File: src/rtl/tm1637_frame_sequencer.sv
// Drives one complete TM1637 display update (data command, address + digits, display control)
// through a byte-level transmitter using a valid/ready/done handshake, with per-frame NACK retry.
module tm1637_frame_sequencer #(
  parameter int NUM_DIGITS = 4,
  parameter int GAP_CYCLES = 16,
  parameter int MAX_RETRY  = 2
) (
  input  logic                    clk_50M,
  input  logic                    rst_n,
  input  logic                    upd_req,
  input  logic [8*NUM_DIGITS-1:0] seg_data,
  input  logic [2:0]              brightness,
  input  logic                    display_on,
  output logic                    busy,
  output logic                    done,
  output logic                    error,
  output logic                    tx_valid,
  output logic [7:0]              tx_data,
  output logic                    tx_first,
  output logic                    tx_last,
  input  logic                    tx_ready,
  input  logic                    tx_done,
  input  logic                    tx_nack
);

  typedef enum logic [2:0] {IDLE, F1, F2A, F2D, F3, WAIT, GAP} state_t;

  state_t                  state;
  state_t                  frame;
  logic                    pending;
  logic [7:0]              retry_cnt;
  logic [2:0]              idx;
  logic [2:0]              next_idx;
  logic [7:0]              gap_cnt;
  logic [8*NUM_DIGITS-1:0] seg_snap;
  logic [2:0]              bright_snap;
  logic                    on_snap;

  // Returns {first, last, data} for the byte a given offer state presents.
  function automatic logic [9:0] offer(input state_t s, input logic [2:0] i,
                                       input logic [8*NUM_DIGITS-1:0] seg,
                                       input logic disp, input logic [2:0] br);
    logic [9:0] r;
    r = '0;
    case (s)
      F1:  r = {1'b1, 1'b1, 8'h40};
      F2A: r = {1'b1, 1'b0, 8'hC0};
      F2D: begin
        r[9]   = 1'b0;
        r[8]   = (int'(i) == NUM_DIGITS - 1);
        r[7:0] = 8'(seg >> {i, 3'b000});
      end
      F3:      r = {1'b1, 1'b1, 4'h8, disp, br};
      default: r = '0;
    endcase
    return r;
  endfunction

  // The address byte is the only non-last byte with first set, so it leaves idx at 0.
  always_comb begin
    next_idx = tx_first ? idx : idx + 3'd1;
  end

  always_ff @(posedge clk_50M) begin
    if (!rst_n) begin
      state       <= IDLE;
      frame       <= F1;
      busy        <= 1'b0;
      done        <= 1'b0;
      error       <= 1'b0;
      tx_valid    <= 1'b0;
      tx_data     <= 8'h00;
      tx_first    <= 1'b0;
      tx_last     <= 1'b0;
      pending     <= 1'b0;
      retry_cnt   <= 8'd0;
      idx         <= 3'd0;
      gap_cnt     <= 8'd0;
      seg_snap    <= '0;
      bright_snap <= 3'd0;
      on_snap     <= 1'b0;
    end else begin
      done <= 1'b0;
      if (state != IDLE && upd_req) pending <= 1'b1;

      case (state)
        IDLE: begin
          if (upd_req || pending) begin
            seg_snap    <= seg_data;
            bright_snap <= brightness;
            on_snap     <= display_on;
            error       <= 1'b0;
            busy        <= 1'b1;
            pending     <= 1'b0;
            retry_cnt   <= 8'd0;
            idx         <= 3'd0;
            frame       <= F1;
            state       <= F1;
            tx_valid    <= 1'b1;
            {tx_first, tx_last, tx_data} <= offer(F1, 3'd0, seg_data, display_on, brightness);
          end
        end

        // Offer states hold the byte registered on entry until the transmitter takes it.
        F1, F2A, F2D, F3: begin
          if (tx_valid && tx_ready) begin
            tx_valid <= 1'b0;
            state    <= WAIT;
          end
        end

        WAIT: begin
          if (tx_done) begin
            if (tx_nack) begin
              if (int'(retry_cnt) < MAX_RETRY) begin
                retry_cnt <= retry_cnt + 8'd1;
                gap_cnt   <= 8'd0;
                state     <= GAP;
              end else begin
                error   <= 1'b1;
                busy    <= 1'b0;
                pending <= 1'b0;
                state   <= IDLE;
              end
            end else if (!tx_last) begin
              idx      <= next_idx;
              tx_valid <= 1'b1;
              {tx_first, tx_last, tx_data} <= offer(F2D, next_idx, seg_snap, on_snap, bright_snap);
              state    <= F2D;
            end else begin
              case (frame)
                F1: begin
                  frame     <= F2A;
                  retry_cnt <= 8'd0;
                  gap_cnt   <= 8'd0;
                  state     <= GAP;
                end
                F2A: begin
                  frame     <= F3;
                  retry_cnt <= 8'd0;
                  gap_cnt   <= 8'd0;
                  state     <= GAP;
                end
                default: begin
                  done  <= 1'b1;
                  busy  <= 1'b0;
                  state <= IDLE;
                end
              endcase
            end
          end
        end

        // frame holds the first state of the frame to (re)start after the gap.
        GAP: begin
          if (int'(gap_cnt) == GAP_CYCLES - 1) begin
            gap_cnt  <= 8'd0;
            idx      <= 3'd0;
            tx_valid <= 1'b1;
            {tx_first, tx_last, tx_data} <= offer(frame, 3'd0, seg_snap, on_snap, bright_snap);
            state    <= frame;
          end else begin
            gap_cnt <= gap_cnt + 8'd1;
          end
        end

        default: state <= IDLE;
      endcase
    end
  end

endmodule
File: config.mk
export PLATFORM = sky130hd
export DESIGN_NAME = tm1637_frame_sequencer
export DESIGN_NICKNAME = d
export VERILOG_FILES = /design/src/rtl/tm1637_frame_sequencer.sv
export SDC_FILE = /design/constraint.sdc
export NUM_CORES = 1
export LEC_CHECK = 0
export CORE_MARGIN = 2
export CORE_UTILIZATION = 54
export DETAILED_ROUTE_END_ITERATION = 16
export GPL_ROUTABILITY_DRIVEN = 0
export MAX_ROUTING_LAYER = met4
export PLACE_DENSITY = 0.8
export SETUP_SLACK_MARGIN = 0.4
export SYNTH_ARGS = -nofsm -noshare
export SYNTH_HDL_FRONTEND = slang
export SYNTH_SLANG_ARGS = --single-unit
export TNS_END_PERCENT = 30
File: constraint.sdc
create_clock -name clk_50M -period 2.6 [get_ports clk_50M]
set_input_delay 0.26 -clock clk_50M [delete_from_list [all_inputs] [get_ports clk_50M]]
set_output_delay 0.26 -clock clk_50M [all_outputs]
set_load 0.01 [all_outputs]
==> results.toml, run 1 <==
[run_status]
outcome = "completed"

[worst_setup_path]
worst-path-max-fanout = 6
required_ns = 2.83
critPathLaunch = "idx[1]"
slowest_delay_ns = 0.46
start_kind = "flop"
worstPathArrival_ns = 2.35
r2r_end = "tx_data[1]"
r2r_start = "idx[1]"
rrSetupSlack_ns = 0.49
cp_slowest_cell = "dfxtp_1"
end_kind = "flop"
critical_path_class = "reg -> reg"
reg2reg_depth = 6
crit_chain = "ha_1 -> mux2i_4 -> mux2_2 -> a222oi_1 -> o22a_1 -> a21oi_1"

[clocking]
cts.sinks = 76
cts_buffer_depth = 2
cts_root_buf = "clkbuf_8"
cts-buffers-inserted = 9
cts_tree = "built"
insertion_delay_ns = 0.35
clk_pin_slew_ns = 0.08
ctsHoldBuffers = 0
htree_levels = 3

[pwr]
clkPwrFrac_pct = 37.7
powerDensity_mw_per_mm2 = 652
switchingPower_uw = 784
peakVddDrop_mv = 0.360
pwr-share-comb_pct = 17.7
p_sw_share_pct = 26.3
internal_power_mw = 2.19
power_leakage_nw = 1.67
p_seq_share_pct = 44.6

[hold_path]
hp-class = "in -> reg"
min_from = "seg_data[26]"
whs_endpoint = "seg_snap[26]"
holdPathStages = 3

[placed_design]
dpl_cell_area_sq_mm = 0.00430
dp.cells = 567
place_worst_setup_slack_ns = 0.431
hpwl_um = 6710
port_buffers = 55

[logic_synthesis]
yosys.area.top_type = "dfxtp_1"
synthMuxAreaShare_pct = 4.46
synth_edf_count = 0
synth_seq_area_share_pct = 41.1
synth-xor-area-share_pct = 2.40
synth_compound_area_share_pct = 23.3
synth_top_family_by_area = "compound AO/OA/AOI/OAI gates"
yosysWarnings = 0
syn_inst = 449
synthSimpleGateAreaFrac_pct = 22.9
synth.distinct_cells = 62
synthesis.nets = 494
avgSynthCellArea_sq_um = 8.25
synthFlopType = "dfxtp_1"
synth-adder-area-share_pct = 1.01
synthArstFlopShare_pct = 0
synth.area.top_cells = "dfxtp_1, nand2_1, a21oi_1"
synth-seq-cells = 76
synth_largest_type_area_fraction_pct = 41.1
syn_area_sq_mm = 0.00370

[sta]
max_freq_ghz = 0.473
hold_violations = 0
fin_crit_sh_pct = 81.3
skew_ns = 0.00456
relSlewSlack_pct = 58.5
finalMaxSlewViolations = 0
fin_ws_ns = 0.486
fin_crit_ns = 2.11
finalSetupViolCount = 0
grt_setup_unrepaired = "no"
hold-worst-slack_ns = 0.452
finalSetupTns_ns = 0
tightest_slew_ns = 0.620

[routing]
route.detailed.drc = 0
drtIter0Drc = 295
vias = 3509
ant_nets = 0
wl_per_cell_um = 16.4
routed_wirelength_um = 9570
via_per_inst = 6.00
dr.pass1.iters = 5

[grt]
grt_pass1_wl_um = 15400
grt_use_total_pct = 26.7
antenna_found_initial = 0
grt-ovfl-total = 0
grt_pass1_vias = 3242
grt_max_degree = 39

[floorplanning]
io_pins = 56
dieWidth_um = 86.8
die_area_sq_mm = 0.00753
die_h_um = 86.8
core_area_sq_mm = 0.00672
start_util_pct = 55.1
rows = 30

[final_layout]
nets = 545
area_growth_pct = 23.3
stdcell_area_sq_mm = 0.00456
num_antenna_cells = 0
final_cells = 585
final_common_cell = "nand2_1"
mostFrequentLayoutCells = "nand2_1, dfxtp_1, a21oi_1, clkdlybuf4s50_1"
drive_gt1_share_pct = 10.9

[job]
cap_violations = 0
-- synthesized netlist by cell type, types with 4 or more instances --
master and count:
buf_2 13, nand2_1 94, dfxtp_1 76, clkbuf_1 13, nor2_1 21, a211oi_1 4, xnor2_1 5, nor3_1 9
a21oi_1 59, a222oi_1 7, nand3_1 21, nand2b_1 5, o21ai_0 17, o22a_1 5, a32oi_1 4, a31oi_1 9
o21a_1 4, and3_1 5, mux2_2 8
-- timing repair --
item / 4_1_cts / 5_1_grt
endpoints found under the hold margin: 0 / 0
gates resized for setup: 0 / 1
endpoints found under the setup margin: 0 / 8
setup buffers: 0 / 2
-- worst max-delay path: cells and delay by family, from the launching register on --
kind	cells	cell delay (ns)
muxes	2	0.61
AOI/OAI and AO/OA	3	0.60
adders and majority gates	1	0.33
DFF	1	0.46
-- registers in the layout (all words and copies together) (netlist names) --
name,flops
done,1
pending,1
retry_cnt,8
tx_valid,1
tx_first,1
tx_data,8
on_snap,1
gap_cnt,8
seg_snap,32
error,1
bright_snap,3
idx,3
frame,3
state,3
busy,1
tx_last,1
-- per-stage QoR --
step,utilization (%),total power [mW]
finish,67.9,2.98
floorplan,-,1.67
global placement,64.0,1.86
global route,67.9,3.08
detailed placement,64.0,1.87
CTS,67.7,2.97
-- final cells by class --
class | instances | area [sq um]
well taps | 80 | 100
fillers | 536 | 2150
inverters | 4 | 15.0
repair buffers | 71 | 671
clock buffers | 12 | 155
multi-input cells | 338 | 2010
clock inverters | 4 | 95.1
flip-flops and latches | 76 | 1520
-- per-layer routing --
| metal | GRT usage (%) | vias to the layer above | wire, um |
|---|---|---|---|
| li1 | - | 1721 | - |
| met1 | 35.1 | 1600 | 4200 |
| met2 | 41.4 | 167 | 4440 |
| met3 | 3.71 | 21 | 712 |
| met4 | 10.8 | 0 | 211 |
| met5 | - | - | 0 |
-- how the worst max path moves through the flow --
stage,endpoint,depth (start not counted)
CTS,tx_data[0],6
finish,tx_data[1],6
global placement,tx_data[2],6
detailed placement,tx_data[1],6
floorplan,tx_data[0],6
global route,tx_data[3],6
-- power by group through the flow --
stage               registers, mW  clock network (mW)  logic [mW]
finish                       1.33                1.12       0.525
CTS                          1.33                1.13       0.521
floorplan                    1.33                   0       0.341
global placement             1.35                   0       0.504
detailed placement           1.35                   0       0.517
global route                 1.34                1.17       0.573
-- cell families after synthesis --
logic type | count (synthesis)
buffers and inverters | 35
adders and majority gates | 3
DFF | 76
xor gates and xnor gates | 8
and+or+nand+nor | 181
AOI/OAI and AO/OA | 133
muxes | 13
(Power assumes the default switching activity.)
==> run 2: changes to the inputs <==
- clock period: 2.6 -> 2 ns (I/O delays scaled with it)
==> results.toml, run 2 (same netlist as run 1, synthesis figures left out) <==
[final_layout]
nets = 580
largest_register_ffs = 32
top_register = "seg_snap"
area_growth_pct = 35.4
drive_gt1_share_pct = 22.2
final_cells = 620
final_common_cell = "nand2_1"
mostFrequentLayoutCells = "nand2_1, dfxtp_1, a21oi_1, clkdlybuf4s50_1, buf_4"
num_antenna_cells = 0

[routing]
ant_nets = 0
route.detailed.drc = 0
wl_per_cell_um = 17.4
dr.pass1.iters = 5
vias = 3828
via_per_inst = 6.17
routed_wirelength_um = 10800
drtIter0Drc = 357

[clocking]
cts_tree = "built"
cts_buffer_depth = 2
clk_pin_slew_ns = 0.08
cts.sinks = 76
insertion_delay_ns = 0.35
cts-buffers-inserted = 9
cts_root_buf = "clkbuf_8"
htree_levels = 3

[grt]
grt_pass1_vias = 3500
antenna_found_initial = 0
grt-ovfl-total = 0
grt_pass1_wl_um = 16900
grt_max_degree = 39
grt_use_total_pct = 29.4

[hold_path]
hp-class = "in -> reg"

[sta]
hold_violations = 0
finalMaxSlewViolations = 0
fin_crit_sh_pct = 94.1
grt_setup_unrepaired = "yes"
skew_ns = 0.0103
relSlewSlack_pct = 70.7
tightest_slew_ns = 0.437
fin_crit_ns = 1.88
finalSetupTns_ns = 0
finalSetupViolCount = 0
max_freq_ghz = 0.532

[pwr]
powerDensity_mw_per_mm2 = 744
power_leakage_nw = 1.88
power_mw = 3.73
peakVddDrop_mv = 0.416

[worst_setup_path]
critical_path_class = "reg -> reg"
worstPathArrival_ns = 2.12
start_kind = "flop"
rrSetupSlack_ns = 0.12
required_ns = 2.24
end_kind = "flop"
worst-path-max-fanout = 6

[floorplanning]
rows = 30
io_pins = 56
core_area_sq_mm = 0.00672
die_h_um = 86.8
dieWidth_um = 86.8
start_util_pct = 55.1
die_area_sq_mm = 0.00753

[job]
cap_violations = 0

[placed_design]
dp.cells = 581
hpwl_um = 7060
port_buffers = 55

[run_status]
outcome = "completed"
-- run 2: changes by cell type in the layout (fill, tap and decap cells not counted), moves of 4 or more --
cell     delta
dfxtp_1    -10
dfxtp_2     +4
mux2_2      -4
buf_4      +23
buf_6       +5
mux2_4      +4
dfxtp_4     +6
-- run 2: report_power, final --
part,switching (mW),internal [mW],total (mW)
clock,0.606,0.572,1.18
sequential,0.104,1.62,1.73
combinational,0.407,0.417,0.824
total,1.12,2.61,3.73
-- run 2: worst max-delay path, cell delays in order, from the launching register on --
cell,delay [ns]
dfxtp_4,0.38
ha_4,0.26
mux2i_4,0.29
mux2_4,0.34
a222oi_1,0.27
o22a_1,0.18
a21oi_1,0.06
-- run 2: area by class of cell --
class                   count  area [sq um]
clock buffers              11           163
fillers                   489          1710
multi-input cells         340          2170
repair buffers            104           970
clock inverters             5          40.0
inverters                   4          15.0
flip-flops and latches     76          1550
well taps                  80           100
-- run 2: timing repair --
item	CTS	global route
buffers inserted	10	11
pin swaps	16	8
cloned	2	0
resized for setup	19	23
hold buffers	0	0
endpoints found under the setup margin	76	68
-- run 2: path summary, 6_finish.rpt --
check / start / endpoint / cells past startpoint
worst min-delay path: seg_data[21] / seg_snap[21] / 3
worst max register to register: idx[0] / tx_data[2] / 6
worst min register to register: seg_snap[15] / seg_snap[15] / 2
worst max-delay path: idx[0] / tx_data[2] / 6
-- run 2: metrics by stage --
stage	instance area, sq um	util [%]	worst slack, ns	hold WS [ns]
after floorplan	3750	-	0.212	0.301
after CTS	4840	72.0	0.141	0.384
final	5010	74.6	0.119	0.388
after global placement	4460	66.4	0.142	0.447
after detailed placement	4460	66.4	0.0982	0.459
after global routing	5010	74.6	0.0577	0.392
-- run 2: layer usage --
layer / track usage (%) / up-vias / wire length, um
li1: - / 1796 / -
met1: 39.0 / 1830 / 4730
met2: 45.9 / 179 / 5090
met3: 4.86 / 23 / 753
met4: 9.23 / 0 / 188
met5: - / - / 0
==> run 3: changes to the inputs <==
==> constraint.sdc (replaced) <==
create_clock -name clk_50M -period 2 [get_ports clk_50M]
set_input_delay 0.5 -clock clk_50M [delete_from_list [all_inputs] [get_ports clk_50M]]
set_output_delay 0.5 -clock clk_50M [all_outputs]
set_load 0.01 [all_outputs]
==> results.toml, run 3 (same netlist as run 1, synthesis figures left out) <==
[hold_path]
hp-class = "reg -> reg"
holdPathStages = 2

[worst_setup_path]
crit_family = "compound AO/OA/AOI/OAI gates"
end_kind = "flop"
reg2reg_depth = 7
start_kind = "flop"
cp_slowest_cell = "dfxtp_4"
critical_path_class = "reg -> reg"
rrSetupSlack_ns = 0.06
slowest_delay_ns = 0.36
worst-path-stages = 7
worst-path-max-fanout = 6
required_ns = 2.24
crit_chain = "ha_4 -> mux2i_4 -> buf_12 -> mux2_4 -> a222oi_1 -> o22a_1 -> a21oi_2"
worstPathArrival_ns = 2.19
path_buf_inv = 1

[final_layout]
top_register = "seg_snap"
mostFrequentLayoutCells = "nand2_1, dfxtp_1, a21oi_1, clkdlybuf4s50_1, buf_4"
drive_gt1_share_pct = 26.4
final_common_cell = "nand2_1"
area_growth_pct = 42.8
fillers = 422
largest_register_ffs = 32
nets = 592
num_antenna_cells = 0

[clocking]
clk_pin_slew_ns = 0.08
cts.sinks = 76
htree_levels = 3
ctsHoldBuffers = 0
cts_root_buf = "clkbuf_8"
cts-buffers-inserted = 9
cts_tree = "built"
cts_buffer_depth = 2
insertion_delay_ns = 0.35

[sta]
fin_crit_sh_pct = 97.2
skew_ns = 0.00793
finalSetupViolCount = 0
hold_violations = 0
finalMaxSlewViolations = 0
tightest_slew_ns = 0.415
grt_setup_unrepaired = "yes"
max_freq_ghz = 0.515
fin_crit_ns = 1.94
hold-worst-slack_ns = 0.460
relSlewSlack_pct = 72.2
finalSetupTns_ns = 0

[pwr]
powerDensity_mw_per_mm2 = 747
peakVddDrop_mv = 0.440
power_leakage_nw = 2.04

[routing]
route.detailed.drc = 0
drtIter0Drc = 396
via_per_inst = 6.11
wl_per_cell_um = 17.4
ant_nets = 0
routed_wirelength_um = 11000
vias = 3859
dr.pass1.iters = 5

[floorplanning]
io_pins = 56
die_h_um = 86.8
rows = 30
die_area_sq_mm = 0.00753
start_util_pct = 55.1
dieWidth_um = 86.8
core_area_sq_mm = 0.00672

[job]
cap_violations = 0

[grt]
grt_max_degree = 45
grt_pass1_wl_um = 16800
grt_pass1_vias = 3445
antenna_found_initial = 0
grt_use_total_pct = 29.0
grt-ovfl-total = 0

[placed_design]
hpwl_um = 7050
port_buffers = 55

[run_status]
outcome = "completed"
-- run 3: changes by cell type in the layout (fill, tap and decap cells not counted), moves of 4 or more --
cell / previous run / this run
buf_6: 5 / 13
buf_4: 39 / 44
dlymetal6s2s_1: 0 / 4
clkdlybuf4s50_1: 55 / 48
-- run 3: cell type report --
class / count / area (sq um) / area share [%]
sequential: 76 / 1550 / 29.3
clock inverter: 6 / 93.8 / 1.78
multi-input combinational: 338 / 2260 / 42.9
inverter: 4 / 15.0 / 0.284
tap: 80 / 100 / 1.89
timing repair buffer: 118 / 1120 / 21.3
clock buffer: 10 / 138 / 2.60
-- run 3: power breakdown --
part           switching (mW)  internal [mW]  leakage (nW)
Combinational           0.423          0.451          1.30
Clock                   0.604          0.750         0.115
Sequential             0.0986           1.62         0.627
Total                    1.13           2.82          2.04
-- run 3: worst paths after layout --
| kind | endpoint | start |
|---|---|---|
| setup / recovery | tx_data[0] | idx[1] |
| hold / removal | seg_snap[11] | seg_snap[11] |
| setup reg to reg | tx_data[0] | idx[1] |
| hold reg to reg | seg_snap[11] | seg_snap[11] |
-- run 3: tightest hold or removal path, stage by stage (launching register included) --
cell and delay (ns):
dfxtp_1 0.32, nand2_1 0.05, a21oi_1 0.05
-- run 3: what timing repair did --
item / in CTS / in global routing
setup endpoints to repair: 59 / 87
setup buffers: 12 / 13
resized for setup: 23 / 57
pin swaps: 22 / 26
-- run 3: stage by stage --
step           worst slack (ns)  cells  cell area, sq um  power, mW  utilization (%)
2_1_floorplan             0.212    449              3750       2.18                -
3_3_place_gp            -0.0556    591              4550       2.47             67.7
3_5_place_dp             -0.131    591              4550       2.50             67.7
4_1_cts                   0.123    619              4950       3.86             73.7
5_1_grt                  0.0148    632              5290       4.12             78.7
6_report                 0.0566    632              5290       3.95             78.7
-- run 3: per-layer routing --
layer  share of wire [%]  up-vias  wire, um  track usage (%)
li1                    -     1818         -                -
met4                 2.1        0       232             8.66
met1                  43     1789      4680             39.0
met5                   0        -         0                -
met3                 8.2       37       899             5.33
met2                  47      215      5190             44.6
